===== config.mk =====
export PLATFORM = sky130hd
export DESIGN_NAME = flp_norm_arb
export DESIGN_NICKNAME = d
export VERILOG_FILES = /design/src/rtl/flp_norm_arb_pkg.sv /design/src/rtl/flp_norm.sv /design/src/rtl/flp_rr_arb.sv /design/src/rtl/flp_norm_arb.sv
export SDC_FILE = /design/constraint.sdc
export NUM_CORES = 1
export LEC_CHECK = 0
export BUFFER_PORTS_ARGS = -buffer_cell sky130_fd_sc_hd__buf_2
export CAP_MARGIN = 20
export CORE_ASPECT_RATIO = 1.25
export CORE_UTILIZATION = 25
export DETAILED_ROUTE_END_ITERATION = 12
export MAX_ROUTING_LAYER = met4
export PLACE_DENSITY_LB_ADDON = 0.05
export SLEW_MARGIN = 5
export SYNTH_ARGS = -nofsm -noshare
export SYNTH_HDL_FRONTEND = slang
export SYNTH_HIERARCHICAL = 1
export SYNTH_SLANG_ARGS = --single-unit
export TNS_END_PERCENT = 50

===== constraint.sdc =====
create_clock -name clk -period 5.03 [get_ports clk]
set_input_delay 0.2515 -clock clk [delete_from_list [all_inputs] [get_ports clk]]
set_output_delay 0.2515 -clock clk [all_outputs]
set_load 0.01 [all_outputs]

===== src/rtl/flp_norm_arb_pkg.sv =====
// FP32 field widths shared by the flp_* blocks, plus the derived
// normalizer output widths.
package flp_norm_arb_pkg;

    localparam int FLP_EWIDTH  = 8;
    localparam int FLP_SWIDTH  = 23;
    localparam int FLP_RSWIDTH = 2;
    localparam int FLP_INWIDTH = 32;

    // hidden bit + fraction + round/sticky
    localparam int FLP_SGW  = FLP_SWIDTH + FLP_RSWIDTH + 1;
    localparam int FLP_EXDW = FLP_EWIDTH + 2;

endpackage


===== src/rtl/flp_norm.sv =====
// Combinational significand normalizer.
// The leading one is moved to the MSB and the result is cut to hidden+fraction+round
// bits, with the dropped bits ORed into a sticky LSB. o_exd is the signed distance of
// the leading one from the nominal hidden-bit position SWIDTH. A zero input gives zero
// on both outputs.
module flp_norm
    import flp_norm_arb_pkg::*;
#(
    parameter int INWIDTH = FLP_INWIDTH,
    parameter int EWIDTH  = FLP_EWIDTH,
    parameter int SWIDTH  = FLP_SWIDTH,
    parameter int RSWIDTH = FLP_RSWIDTH
) (
    input  logic [INWIDTH-1:0]             i_sg,
    output logic [SWIDTH+RSWIDTH:0]        o_sg,
    output logic [EWIDTH+1:0]              o_exd
);
    localparam int KEEP = SWIDTH + RSWIDTH;
    localparam int EXDW = EWIDTH + 2;

    logic [INWIDTH-1:0] norm;
    logic               found;
    int                 lead;

    always_comb begin
        found = 1'b0;
        lead  = 0;
        for (int i = INWIDTH - 1; i >= 0; i--) begin
            if (!found && i_sg[i]) begin
                found = 1'b1;
                lead  = i;
            end
        end
        norm  = i_sg << (INWIDTH - 1 - lead);
        o_sg  = {norm[INWIDTH-1 -: KEEP], |norm[INWIDTH-KEEP-1:0]};
        o_exd = found ? EXDW'(lead - SWIDTH) : '0;
    end

endmodule


===== src/rtl/flp_rr_arb.sv =====
// Round-robin arbiter. The search starts at rr_ptr; after a grant to n the pointer
// moves to n+1 (wrapping). Nothing is granted while i_en is low.
module flp_rr_arb
    import flp_norm_arb_pkg::*;
#(
    parameter  int NREQ = 4,
    localparam int IDW  = (NREQ > 1) ? $clog2(NREQ) : 1
) (
    input  logic            clk,
    input  logic            rst,
    input  logic [NREQ-1:0] i_req,
    input  logic            i_en,
    output logic [NREQ-1:0] o_gnt,
    output logic [IDW-1:0]  o_gnt_id
);
    logic [IDW-1:0] rr_ptr;
    logic           hit;
    int             idx;

    always_comb begin
        o_gnt    = '0;
        o_gnt_id = '0;
        hit      = 1'b0;
        idx      = 0;
        for (int i = 0; i < NREQ; i++) begin
            idx = int'(rr_ptr) + i;
            if (idx >= NREQ) idx = idx - NREQ;
            if (i_en && !hit && i_req[idx]) begin
                hit        = 1'b1;
                o_gnt[idx] = 1'b1;
                o_gnt_id   = IDW'(idx);
            end
        end
    end

    always_ff @(posedge clk or posedge rst) begin
        if (rst)
            rr_ptr <= '0;
        else if (hit)
            rr_ptr <= (o_gnt_id == IDW'(NREQ - 1)) ? '0 : o_gnt_id + IDW'(1);
    end

endmodule


===== src/rtl/flp_norm_arb.sv =====
// Shares one flp_norm between NREQ requesters. Stage 1 holds the granted operand;
// stage 2 holds the normalized result. Both stages stall under result backpressure.
module flp_norm_arb
    import flp_norm_arb_pkg::*;
#(
    parameter  int NREQ    = 4,
    parameter  int INWIDTH = FLP_INWIDTH,
    parameter  int EWIDTH  = FLP_EWIDTH,
    parameter  int SWIDTH  = FLP_SWIDTH,
    parameter  int RSWIDTH = FLP_RSWIDTH,
    localparam int IDW     = (NREQ > 1) ? $clog2(NREQ) : 1
) (
    input  logic                      clk,
    input  logic                      rst,
    input  logic [NREQ-1:0]           i_req_vld,
    input  logic [NREQ*INWIDTH-1:0]   i_req_sg,
    output logic [NREQ-1:0]           o_req_rdy,
    output logic                      o_res_vld,
    input  logic                      i_res_rdy,
    output logic [SWIDTH+RSWIDTH:0]   o_res_sg,
    output logic [EWIDTH+1:0]         o_res_exd,
    output logic [IDW-1:0]            o_res_id,
    output logic                      o_busy
);
    logic [NREQ-1:0][INWIDTH-1:0] req_sg;
    logic [2:1]                   vld_pipe;   // [1] operand stage, [2] result stage
    logic                         adv1, adv2;
    logic [NREQ-1:0]              gnt;
    logic [IDW-1:0]               gnt_id;
    logic [INWIDTH-1:0]           s1_sg;
    logic [IDW-1:0]               s1_id;
    logic [SWIDTH+RSWIDTH:0]      norm_sg;
    logic [EWIDTH+1:0]            norm_exd;

    assign req_sg = i_req_sg;
    assign adv2   = !vld_pipe[2] || i_res_rdy;
    assign adv1   = !vld_pipe[1] || adv2;

    // Gating with rst keeps o_req_rdy low for the whole reset pulse.
    flp_rr_arb #(.NREQ(NREQ)) u_arb (
        .clk      (clk),
        .rst      (rst),
        .i_req    (i_req_vld),
        .i_en     (adv1 && !rst),
        .o_gnt    (gnt),
        .o_gnt_id (gnt_id)
    );

    flp_norm #(
        .INWIDTH (INWIDTH),
        .EWIDTH  (EWIDTH),
        .SWIDTH  (SWIDTH),
        .RSWIDTH (RSWIDTH)
    ) u_norm (
        .i_sg  (s1_sg),
        .o_sg  (norm_sg),
        .o_exd (norm_exd)
    );

    always_ff @(posedge clk or posedge rst) begin
        if (rst) begin
            vld_pipe  <= '0;
            s1_sg     <= '0;
            s1_id     <= '0;
            o_res_sg  <= '0;
            o_res_exd <= '0;
            o_res_id  <= '0;
        end else begin
            if (adv1) begin
                vld_pipe[1] <= |gnt;
                if (|gnt) begin
                    s1_sg <= req_sg[gnt_id];
                    s1_id <= gnt_id;
                end
            end
            if (adv2) begin
                vld_pipe[2] <= vld_pipe[1];
                if (vld_pipe[1]) begin
                    o_res_sg  <= norm_sg;
                    o_res_exd <= norm_exd;
                    o_res_id  <= s1_id;
                end
            end
        end
    end

    assign o_req_rdy = gnt;
    assign o_res_vld = vld_pipe[2];
    assign o_busy    = |vld_pipe;

endmodule


# Word-level counts from Yosys, hierarchy flattened
# Cells that the tools add are included.
dict set report op_classes {
  add_sub_neg 10
  order_cmp 13
  n_eq_ne 1
  shift 1
  muxes 104
  bitwise 3
  reduce_logical 87
}
# operator n
set ops {}
lappend ops {{$mux W32} 5}
lappend ops {{$mux W5} 32}
lappend ops {{$ge A32 B1 Y1 const B} 4}
lappend ops {{$lt A32 B4 Y1 const B} 4}
lappend ops {{$ge A32 B4 Y1 const B} 3}
lappend ops {{$sub A32 B4 Y32 const B} 3}
lappend ops {{$bmux W32 S2} 1}
lappend ops {{$mux W1} 48}
lappend ops {{$logic_and A1 B1 Y1} 43}
lappend ops {{$logic_not A1 Y1} 37}
lappend ops {{$shl A32 B32 Y32} 1}
lappend ops {{$mux W4} 4}
lappend ops {{$or A4 B4 Y4} 3}
lappend ops {{$mux W10} 1}
lappend ops {{$mux W2} 5}
lappend ops {{$bmux W1 S2} 4}
lappend ops {{$demux W1 S2} 4}
lappend ops {{$reduce_or A7 Y1} 1}
lappend ops {{$add A2 B2 Y3 const B} 2}
lappend ops {{$sub A5 B5 Y6 const A} 1}
lappend ops {{$sub A5 B5 Y6 const B} 1}
lappend ops {{$reduce_and A2 Y1} 2}
lappend ops {{$reduce_or A4 Y1} 1}
lappend ops {{$sub A2 B3 Y4 const B} 1}
lappend ops {{7 further kinds} 8}
dict set report word_totals {
  regBits 76
  input_bits 135
  output_inout_bits 44
  word_cells 227
}

# Logic depth before layout (Yosys ltp)
# Gate-level depths: netlist of run 1.
dict set report logic_depth {
  word_depth 97
  ltp_mapped 16
  ltp_nobuf 13
}

# Hierarchy
# Netlist of run 1, hierarchy kept.
# mod n_inst cells_each area_each_um2 seq_area_each_um2
set by_module_without_submodules {}
lappend by_module_without_submodules {flp_norm_arb 1 203 3712.3 1851.8}
lappend by_module_without_submodules {flp_norm 1 296 2058.2 0.0}
lappend by_module_without_submodules {flp_rr_arb 1 62 579.3 50.0}

# Worst setup path after synthesis of run 1
# No wires, ideal clock.
dict set report synth_path {
  path_kind {register to register}
  from {reg s1_sg[27]}
  to {reg o_res_exd[4]}
  setup_time_ns 0.125
  t_arrival_ns 3.327
  t_required_ns 4.905
  path_slack_ns 1.578
  stages_incl_launch_ff 17
  path_buffers 3
  synth_period_minus_slack_ns 3.452
  cell_sequence {dfrtp_1 > nor4_4 > and2_1 > buf_4 > and3_4 > inv_2 > or3_1 > buf_6 > o21a_4 > nand2_8 > buf_4 > ha_1 > inv_1 > o21ai_0 > ha_1 > nor2b_1 > mux2_2}
}
dict set report synth_via {
  elab_chain_cells 85
  word_cells_on_any_way 113
  cone_classes {1 x add/sub; 57 x mux; 55 x reduce/logical}
}
# element line
set synth_lines {}
lappend synth_lines {{start: declaration} flp_norm_arb.sv:30} ;# logic [INWIDTH-1:0] s1_sg;
lappend synth_lines {{start signal: assignment} flp_norm_arb.sv:72} ;# s1_sg <= req_sg[gnt_id];
lappend synth_lines {{$logic_and A1 B1 Y1 (*)} flp_norm.sv:29} ;# if (!found && i_sg[i]) begin
lappend synth_lines {{$mux W1} flp_norm.sv:29}
lappend synth_lines {{$logic_not A1 Y1} flp_norm.sv:29}
lappend synth_lines {{$logic_and A1 B1 Y1} flp_norm.sv:29}
lappend synth_lines {{$mux W1} flp_norm.sv:29}
lappend synth_lines {{$logic_not A1 Y1} flp_norm.sv:29}
lappend synth_lines {{$logic_and A1 B1 Y1} flp_norm.sv:29}
lappend synth_lines {{$mux W1} flp_norm.sv:29}
lappend synth_lines {{[... 70 more ...]} --}
lappend synth_lines {{$logic_and A1 B1 Y1} flp_norm.sv:29}
lappend synth_lines {{$mux W1} flp_norm.sv:29}
lappend synth_lines {{$logic_not A1 Y1} flp_norm.sv:29}
lappend synth_lines {{$logic_and A1 B1 Y1} flp_norm.sv:29}
lappend synth_lines {{$mux W5} flp_norm.sv:29}
lappend synth_lines {{$sub A5 B5 Y6} flp_norm.sv:36} ;# o_exd = found ? EXDW'(lead - SWIDTH) : '0;
lappend synth_lines {{$mux W10 (*)} flp_norm.sv:36}
lappend synth_lines {{named net norm_exd[4]} flp_norm_arb.sv:33} ;# logic [EWIDTH+1:0] norm_exd;
lappend synth_lines {{end signal: assignment} flp_norm_arb.sv:80} ;# o_res_exd <= norm_exd;
lappend synth_lines {{end: declaration} flp_norm_arb.sv:21} ;# output logic [EWIDTH+1:0] o_res_exd,
# The timed path passes the listed nets; every way through them passes the cells marked *.
# A chain may end at the register's enable or synchronous reset.

# Worst setup path in the final report of run 1
dict set report layout_path {
  from {reg s1_sg[27]}
  to {reg o_res_sg[23]}
}
dict set report layout_via {
  elab_chain_cells 85
  word_cells_on_any_way 112
  cone_classes {1 x add/sub; 1 x shift; 55 x mux; 55 x reduce/logical}
}
# element line
set layout_lines {}
lappend layout_lines {{$logic_and A1 B1 Y1} flp_norm.sv:29}
lappend layout_lines {{$mux W1} flp_norm.sv:29}
lappend layout_lines {{$logic_not A1 Y1} flp_norm.sv:29}
lappend layout_lines {{$logic_and A1 B1 Y1} flp_norm.sv:29}
lappend layout_lines {{$mux W1} flp_norm.sv:29}
lappend layout_lines {{$logic_not A1 Y1} flp_norm.sv:29}
lappend layout_lines {{$logic_and A1 B1 Y1} flp_norm.sv:29}
lappend layout_lines {{$mux W1} flp_norm.sv:29}
lappend layout_lines {{[... 70 more ...]} --}
lappend layout_lines {{$logic_and A1 B1 Y1} flp_norm.sv:29}
lappend layout_lines {{$mux W1} flp_norm.sv:29}
lappend layout_lines {{$logic_not A1 Y1} flp_norm.sv:29}
lappend layout_lines {{$logic_and A1 B1 Y1} flp_norm.sv:29}
lappend layout_lines {{$mux W5} flp_norm.sv:29}
lappend layout_lines {{$sub A5 B5 Y6} flp_norm.sv:34} ;# norm = i_sg << (INWIDTH - 1 - lead);
lappend layout_lines {{$shl A32 B32 Y32 (*)} flp_norm.sv:34}
lappend layout_lines {{named net norm_sg[23]} flp_norm_arb.sv:32} ;# logic [SWIDTH+RSWIDTH:0] norm_sg;
lappend layout_lines {{end signal: assignment} flp_norm_arb.sv:79} ;# o_res_sg <= norm_sg;
lappend layout_lines {{end: declaration} flp_norm_arb.sv:20} ;# output logic [SWIDTH+RSWIDTH:0] o_res_sg,
# Marked as above.

==> metrics.txt, run 1 <==
status complete, no violations; register area 1900 um2; Fillers 2582; post-synthesis sequential area ratio 0.300; DRT antenna net count 0; placed cell area 7540 um2; largest net degree at the start of global routing 40; Syn-to-layout area delta 23.7%; first-pass GRT wire length 31.2 mm; dominant cells by area after synthesis dfrtp_1, mux4_2, mux2_2; fin crit share 0.868; CP Data Arrival Time 4.60 ns; Reg2Reg Depth 13; area of the multi-input gates 4120 um2; RR Endpoint o_res_sg[23]; Initial DRC Count 179; Antenna diodes 0; Slew HR 0.442; core area 24700 um2; combinational share of power 0.677; hold crit path type input pin to flip-flop; reg-to-reg startpoint s1_sg[27]; Power, Total 6.18 mW; vias in the first global route 5466; clock skew 0.00827 ns; CTS root buffer clkbuf_16; CTS Buffer Depth 2; die area 26000 um2; DRC Markers 0; Post-synth top flop dfrtp_1; Final Core Density 0.317; Critical Path End o_res_sg[23]; CTS tree done; Syn Std Cell Area 6350 um2; initial antenna violation count 0; DR vias/cell 4.88; Sw Ratio 0.447; max-cap violations 0; Slew @ Worst Pin 0.836 ns; WL final 20.2 mm; Final Critical Period 4.36 ns; fmax 229 MHz; die height 180 um; die width 145 um; reg2reg setup slack 0.67 ns; kind of critical path flip-flop to flip-flop; Post-synth EDFFs 0; Top-Level Pins 179; row cnt 64; post-synth top area share 0.300; via count 5184; H-tree levels 3; Clock Power Share 0.108; Leak Pwr 3.70 nW; gpl congestion 0.828; # nets final 874; number of CTS-inserted buffers 9; CTS Sinks 76; post-CTS sizing 0; area leader, netlist dfrtp_1; Yosys cell types 71; Setup crit start s1_sg[27]; CTS clk-pin slew, worst paths 0.06 ns; Pre-antenna DRT Iters 4; Port Buf Inserts 178; Worst setup EP type flip-flop; Starting Density 0.257; post-route insts no fill 1063; grt ovf 0; asr flop ratio synth 1.00; sequential power share 0.215; Final HPWL DP 16.4 mm; Post-CTS Setup Repair Bufs 0; Total GRT Usage 0.164; placed cells 1046; post-place setup slack 0.657 ns; Ys Warns 6; RSZ-0062 raised after global routing no; Avg Inst Size Synth 11.3 um2; layout cells sized above 1 0.477; later-pin clock latency in the skew report 0.35 ns; Required @ worst endpoint 5.27 ns; Yosys reg bits 76; internal power 3.42 mW; Final Hold Fails 0; Critical Path Start Type flip-flop; pwr dens 787 nW/um2; TNS Setup 0 ns; Final setup viols 0; Synth Net Count 707; final worst setup slack 0.665 ns; Slew Limit Fails 0; WL/cell 19.0 um; cell area after layout 7850 um2; Max IR drop VDD 0.353 mV; worst-path fanout max 20; Hold WS 0.200 ns; switching power 2.76 mW; Syn Inst Count 561
[sequential cells by signal (all words and copies together) (netlist names)]
signal        flops
vld_pipe          2
o_res_id          2
s1_sg            32
s1_id             2
o_res_exd        10
u_arb/rr_ptr      2
o_res_sg         26
[cells in the final DEF (no fill, tap or decap), types with 5 or more instances in the layout]
| cell | synthesis | final |
|---|---|---|
| a211oi_1 | 6 | 6 |
| a21oi_1 | 16 | 16 |
| a221o_1 | 8 | 8 |
| a22o_1 | 5 | 5 |
| a31oi_1 | 7 | 7 |
| and2_1 | 5 | 5 |
| buf_2 | 9 | 178 |
| buf_4 | 7 | 13 |
| clkbuf_16 | 0 | 9 |
| dfrtp_1 | 76 | 76 |
| ha_1 | 11 | 11 |
| inv_1 | 15 | 14 |
| mux2_2 | 59 | 59 |
| mux2_4 | 29 | 29 |
| mux2i_1 | 64 | 64 |
| mux4_2 | 30 | 30 |
| nand2_1 | 24 | 24 |
| nor2_1 | 53 | 53 |
| nor3_1 | 14 | 14 |
| nor4_1 | 6 | 6 |
| o21ai_0 | 11 | 9 |
| o221ai_1 | 5 | 5 |
[synthesized netlist by cell type (6+ instances only)]
master and count:
a21oi_1 16, a211oi_1 6, buf_2 9, inv_1 15, ha_1 11, nand2_1 24, a221o_1 8, a31oi_1 7
o21ai_0 11, mux2_4 29, nor3_1 14, nor4_1 6, clkbuf_1 14, dfrtp_1 76, nor2_1 53, mux2i_1 64
mux2_2 59, buf_4 7, mux4_2 30
[worst max-delay path: stages, from the launching register on]
cell,delay [ns]
dfrtp_1,0.48
nor4_4,0.40
and2_1,0.42
and3_4,0.43
inv_2,0.22
o221ai_1,0.25
a21o_1,0.50
buf_12,0.23
mux2i_1,0.25
mux2i_1,0.15
mux2_2,0.31
a221oi_2,0.25
o21ai_1,0.09
mux2_2,0.26
[area by class of cell]
| type | count | share of cell area |
|---|---|---|
| timing repair buffer | 195 | 0.135 |
| clock buffer | 9 | 0.0287 |
| inverter | 16 | 0.00765 |
| multi-input combinational | 430 | 0.524 |
| sequential | 76 | 0.242 |
| tap | 330 | 0.0526 |
| clock inverter | 7 | 0.00972 |
[routing by layer]
metal  vias up  routed length (um)  global-route usage
met1      2536                8660               0.195
met4         0                 499              0.0598
met5         -                   0                   -
met3        25                 739              0.0215
met2       144               10300               0.279
li1       2479                   -                   -
[cell families after synthesis]
kind of cell,Yosys count,share of synthesized area
DFF,76,0.300
muxes,185,0.393
xor gates and xnor gates,2,0.00276
AOI/OAI and AO/OA,95,0.114
buffers and inverters,55,0.0536
and+or+nand+nor,137,0.115
adders and majority gates,11,0.0217
[power groups by stage]
stage	logic (mW)	clock network (mW)	registers, mW
after floorplan	3.24	0	1.23
after global placement	4.25	0	1.34
after detailed placement	4.24	0	1.35
after CTS	4.25	0.696	1.33
after global routing	4.55	0.720	1.39
final	4.19	0.667	1.33
[how the worst min path moves through the flow]
stage	slack (ns)	start	endpoint	depth (start not counted)
3_3_place_gp	0.15	rst	u_arb/rr_ptr[0]	2
2_1_floorplan	-0.007	rst	u_arb/rr_ptr[0]	1
3_5_place_dp	0.16	rst	u_arb/rr_ptr[0]	2
5_1_grt	0.21	i_res_rdy	vld_pipe[2]	3
6_report	0.20	i_res_rdy	vld_pipe[2]	3
4_1_cts	0.19	i_res_rdy	vld_pipe[2]	3
[repair_timing]
item	in CTS	in global routing
setup endpoints to repair	0	0
endpoints found under the hold margin	2	0
hold buffers	1	0
Note: power is estimated with default switching activity, not from simulation.
==> run 2, diff against run 1 <==
--- a/config.mk
+++ b/config.mk
@@ -9,12 +9,13 @@
 export CAP_MARGIN = 20
 export CORE_ASPECT_RATIO = 1.25
 export CORE_UTILIZATION = 25
+export CTS_BUF_LIST = sky130_fd_sc_hd__clkbuf_4
 export DETAILED_ROUTE_END_ITERATION = 12
 export MAX_ROUTING_LAYER = met4
 export PLACE_DENSITY_LB_ADDON = 0.05
+export REMOVE_ABC_BUFFERS = 1
 export SLEW_MARGIN = 5
 export SYNTH_ARGS = -nofsm -noshare
 export SYNTH_HDL_FRONTEND = slang
-export SYNTH_HIERARCHICAL = 1
 export SYNTH_SLANG_ARGS = --single-unit
 export TNS_END_PERCENT = 50
==> metrics.txt, run 2 <==
status complete, no violations; area leader, netlist dfrtp_1; Largest register FFs 32 (unchanged); Yosys reg bits 72 (-5.3%); post-CTS sizing 0 (unchanged); Top-Level Pins 179 (unchanged); count leader, synth nand2_1; die area 26200 um2 (+0.51%); Initial DRC Count 320 (+79%); layout cells sized above 1 0.327 (-0.151); post-synthesis sequential area ratio 0.282 (-0.0172); vias in the first global route 6210 (+14%); Worst setup EP type flip-flop; Power, Total 6.32 mW (+2.2%); Reg with most FFs s1_sg; Post-Synth Simple-Gate Area 0.154 (+0.0386); pwr dens 825 nW/um2 (+4.9%); reg2reg setup slack 0.86 ns (+0.19 ns); Crit path largest cell delay 0.68 ns (+0.18 ns); CP Cell Sequence inv_1 > ha_1 > nor2_1 > a211oi_1 > nor4b_2 > a221o_4 > buf_4 > mux2_2 > o211ai_1 > o21ai_0; Final Critical Period 4.17 ns (-0.194 ns); CTS clk-pin slew, worst paths 0.14 ns (+0.08 ns); Crit-path slowest cell dfrtp_1; Avg Inst Size Synth 8.68 um2 (-23%); grt ovf 0 (unchanged); CTS Sinks 72 (-5.3%); fin crit share 0.829 (-0.0386); Pre-antenna DRT Iters 5 (+1); Slew Limit Fails 0 (unchanged); worst-path fanout max 40 (+100%); multiplexer area fraction after synthesis 0.203 (-0.190); Total GRT Usage 0.175 (+0.0103); post-synth top area share 0.282 (-0.0172); dominant cells by area after synthesis dfrtp_1, mux2i_1, mux2_2; Final Hold Fails 0 (unchanged); die width 145 um (+0.25%); cell family with most CP delay compound AO/OA/AOI/OAI gates; DRC Markers 0 (unchanged); Required @ worst endpoint 5.34 ns (+0.07 ns); post-route insts no fill 1221 (+15%); Max IR drop VDD 0.794 mV (+130%); Syn Std Cell Area 6380 um2 (+0.51%); clock skew 0.0204 ns (+0.0121 ns); Slew HR 0.284 (-0.158); largest net degree at the start of global routing 68 (+70%); placed cells 1201 (+15%); commonest non-fill, non-tap cell in the layout buf_2; Hold WS 0.0988 ns (-0.102 ns); Post-synth top flop dfrtp_1; metal3 WL 719 um (-2.7%); Final Core Density 0.305 (-0.0128); CTS Buffer Depth 2 (unchanged); initial antenna violation count 2 (+2); Syn-to-layout area delta 19.9%; top cells by count, synth nand2_1, dfrtp_1, mux2i_1; first-pass GRT wire length 35.2 mm (+13%); max-cap violations 0 (unchanged); Syn Inst Count 735 (+31%); met2 routed WL 10.5 mm (+2.4%); adder-cell share of the synthesized area 0.0196 (-0.00207); main combinational cell family by area after synthesis compound AO/OA/AOI/OAI gates; core area 25100 um2 (+1.6%); TNS Setup 0 ns (unchanged); most frequent cells in the layout buf_2, nand2_1, dfrtp_1, mux2i_1, o21ai_0; kind of critical path flip-flop to flip-flop; later-pin clock latency in the skew report 0.46 ns (+0.11 ns); CP bufs+invs 2 (unchanged); asr flop ratio synth 1.00 (unchanged); WL met1 10.0 mm (+16%); Starting Density 0.254 (-0.00265); CP Data Arrival Time 4.48 ns (-0.12 ns); hold crit path type input pin to flip-flop; Synth Area in Compound Gates 0.254 (+0.140); CTS tree done; via count 6097 (+18%); xor/xnor share of the synthesized area 0.00549 (+0.00273); number of CTS-inserted buffers 9 (unchanged); Slew @ Worst Pin 1.07 ns (+0.230 ns); Largest regs s1_sg (32), o_res_sg (26), o_res_exd (6); die height 181 um (+0.25%); DR vias/cell 4.99 (+2.4%); WL/cell 17.8 um (-6.5%); Post-synth EDFFs 0 (unchanged); WL final 21.7 mm (+7.4%); Critical Path Start Type flip-flop; Yosys cell types 89 (+25%); CTS root buffer clkbuf_4; Final setup viols 0 (unchanged); Port Buf Inserts 178 (unchanged); max layer used met4; # nets final 1024 (+17%); DRT antenna net count 0 (unchanged); Leak Pwr 3.38 nW (-8.6%); RSZ-0062 raised after global routing no; Ys Warns 0 (-6); Final HPWL DP 16.9 mm (+2.5%); row cnt 65 (+1.6%); gpl congestion 0.848 (+2.5%); H-tree levels 3 (unchanged); fmax 240 MHz (+4.6%)
[run 2: cell type report]
cell class / count / area, um2
antenna: 2 / 5.00
clock buffer: 10 / 75.1
clock inverter: 6 / 93.8
fill: 2741 / 17500
inverter: 43 / 186
multi-input combinational: 563 / 4080
sequential: 72 / 1800
tap: 335 / 419
timing repair buffer: 190 / 996
[run 2: worst register-to-register path, stage by stage (launching register included)]
cell and delay, ns:
dfrtp_1 0.68, inv_1 0.26, ha_1 0.41, nor2_1 0.06
a211oi_1 0.34, nor4b_2 0.49, a221o_4 0.66, buf_4 0.42
mux2_2 0.38, o211ai_1 0.20, o21ai_0 0.11
[run 2: cell families after synthesis]
family          count (synthesis)
mux                           120
compound gates                227
flops                          72
xor+xnor                        4
buf+inv                       100
fa+ha+maj                      10
simple gates                  202
[run 2: where the power goes]
part           switching, mW  internal (mW)
Sequential             0.323          0.902
Combinational           2.82           1.82
Clock                  0.234          0.209
Total                   3.38           2.93
[run 2: per-stage QoR]
stage / cell area [um2] / setup slack (ns)
after floorplan: 6050 / 0.191
after CTS: 7630 / 0.778
after global placement: 7450 / 0.887
after global routing: 7650 / 0.422
after detailed placement: 7450 / 0.780
final: 7650 / 0.859
[run 2: timing repair]
action,in CTS,in global routing
hold endpoints to repair,6,0
hold buffers,1,0
setup buffers,0,0
[run 2: worst paths after layout]
kind                                 startpoint            to  cells after the start
max in group asynchronous                   rst  o_res_sg[11]                      4
worst min-delay path                  i_res_rdy   vld_pipe[1]                      3
min in group asynchronous                   rst   vld_pipe[1]                      3
worst max-delay path            u_arb.rr_ptr[0]     s1_sg[18]                     10
worst min register to register      o_res_sg[9]   o_res_sg[9]                      2
worst max register to register  u_arb.rr_ptr[0]     s1_sg[18]                     10
[run 2: per-layer routing]
metal | vias up | track usage
met5 | - | -
met4 | 0 | 0.0587
met3 | 18 | 0.0200
met2 | 167 | 0.284
met1 | 2898 | 0.224
li1 | 3014 | -
==> run 3, diff against run 2 <==
==> constraint.sdc (replaced) <==
create_clock -name clk -period 4.05 [get_ports clk]
set_input_delay 0.2025 -clock clk [delete_from_list [all_inputs] [get_ports clk]]
set_output_delay 0.2025 -clock clk [all_outputs]
set_load 0.01 [all_outputs]
==> metrics.txt, run 3 (synthesis gave the netlist of run 2 again) <==
H-tree levels 3 (unchanged); Fillers 2758 (+0.62%); CTS root buffer clkbuf_4; Starting Density 0.254 (unchanged); Largest register FFs 32 (unchanged); Max IR drop VDD 0.640 mV (-19%); Top-Level Pins 179 (unchanged); die area 26200 um2 (unchanged); hold-critical path depth 3 (unchanged); Critical Path Start Type flip-flop; cell area after layout 7850 um2 (+2.5%); largest net degree at the start of global routing 68 (unchanged); kind of critical path flip-flop to flip-flop; Initial DRC Count 261 (-18%); CTS Sinks 72 (unchanged); row cnt 65 (unchanged); CTS Buffer Depth 2 (unchanged); pwr dens 1050 nW/um2 (+27%); placed cell area 7630 um2 (+2.4%); sequential power share 0.182 (-0.012); die width 145 um (unchanged); fin crit share 0.935 (+0.106); # nets final 1042 (+1.8%); RSZ-0062 raised after global routing no; CTS clk-pin slew, worst paths 0.15 ns (about the same); WL/cell 18.4 um (+3.5%); internal power 3.94 mW (+34%); Reg with most FFs s1_sg; layout cells sized above 1 0.339 (+0.0116); initial antenna violation count 1 (-1); Total GRT Usage 0.180 (+0.00582); Final Hold Fails 0 (unchanged); Largest regs s1_sg (32), o_res_sg (26), o_res_exd (6); Slew Limit Fails 0 (unchanged); DRC Markers 0 (unchanged); gpl congestion 0.869 (+2.5%); Leak Pwr 3.49 nW (+3.3%); Required @ worst endpoint 4.45 ns (-0.89 ns); area of the multi-input gates 4080 um2 (unchanged); Reg2Reg Depth 8 (-2); core area 25100 um2 (unchanged); fmax 264 MHz (+10%); Sw Ratio 0.521 (-0.0147); Port Buf Inserts 178 (unchanged); Syn-to-layout area delta 22.9%; hold crit path type input pin to flip-flop; CTS tree done; commonest non-fill, non-tap cell in the layout buf_2; DRT antenna net count 0 (unchanged); Pre-antenna DRT Iters 5 (unchanged); switching power 4.28 mW (+27%); Clock Power Share 0.081 (+0.011); post-CTS sizing 0 (unchanged); Slew @ Worst Pin 0.923 ns (-0.143 ns); status complete, no violations; Worst setup EP type flip-flop; via count 6275 (+2.9%); Final Critical Period 3.79 ns (-0.384 ns); combinational share of power 0.737 (about the same); clock skew 0.0291 ns (+0.00875 ns); register area 1800 um2 (unchanged); DR vias/cell 5.07 (+1.5%); CP Data Arrival Time 4.18 ns (-0.30 ns); Final setup viols 0 (unchanged); die height 181 um (unchanged); vias in the first global route 6300 (+1.4%); number of CTS-inserted buffers 9 (unchanged); grt ovf 0 (unchanged); WL final 22.8 mm (+4.9%); Final HPWL DP 18.1 mm (+7.6%); first-pass GRT wire length 36.0 mm (+2.2%); worst-path fanout max 14 (-65%); Slew HR 0.380 (+0.0959); Final Core Density 0.312 (+0.00762); max-cap violations 0 (unchanged); later-pin clock latency in the skew report 0.48 ns (+0.02 ns); most frequent cells in the layout buf_2, nand2_1, dfrtp_1, mux2i_1, o21ai_0
-- run 3: critical path: stages (launching register included) --
cell	delay (ns)
dfrtp_1	0.51
nor4_2	0.51
nand4_2	0.33
a2111oi_0	0.62
or4_1	0.58
buf_4	0.29
mux2i_1	0.43
o211ai_1	0.22
a21oi_1	0.19
-- run 3: area by class of cell --
cell class	count	area share
Antenna cell	2	0.000638
Clock buffer	9	0.00861
Clock inverter	6	0.0169
Inverter	43	0.0238
Multi-Input combinational cell	563	0.520
Sequential cell	72	0.230
Tap cell	335	0.0534
Timing Repair Buffer	208	0.147
-- run 3: layer usage --
metal / share of wire / routed length, um / track usage / vias up
met1: 0.44 / 10100 / 0.221 / 2996
met5: 0 / 0 / - / -
li1: - / - / - / 3042
met3: 0.036 / 823 / 0.0187 / 37
met4: 0.038 / 869 / 0.0860 / 0
met2: 0.48 / 11000 / 0.297 / 200
-- run 3: repair_timing --
| action | in CTS | in global routing |
|---|---|---|
| endpoints found under the hold margin | 38 | 0 |
| hold buffers | 1 | 0 |
| buffers inserted | 0 | 0 |
-- run 3: power groups by stage --
stage,combinational [mW],clock [mW],sequential [mW]
6_report,6.06,0.662,1.50
3_5_place_dp,6.13,0,1.52
2_1_floorplan,4.06,0,1.50
3_3_place_gp,6.11,0,1.51
5_1_grt,6.72,0.710,1.57
4_1_cts,6.16,0.683,1.50
-- run 3: per-stage QoR --
step	setup TNS, ns	power, mW	std cells	hold WS [ns]	setup slack [ns]
3_5_place_dp	0	7.65	1220	0.457	0.315
2_1_floorplan	-29.77	5.56	678	0.409	-0.789
3_3_place_gp	0	7.62	1220	0.453	0.406
4_1_cts	0	8.34	1236	0.0227	0.272
6_report	0	8.22	1238	0.0534	0.263
5_1_grt	0	9.00	1238	0.0371	0.0161
-- run 3: worst paths after layout --
| path | slack, ns | endpoint | from |
|---|---|---|---|
| setup / recovery | 0.26 | o_res_sg[21] | s1_sg[24] |
| hold / removal | 0.05 | vld_pipe[1] | i_res_rdy |
| setup reg to reg | 0.26 | o_res_sg[21] | s1_sg[24] |
| hold reg to reg | 0.48 | o_res_id[0] | s1_id[0] |
| max in group asynchronous | 2.54 | s1_sg[5] | rst |
| min in group asynchronous | 0.46 | vld_pipe[2] | rst |
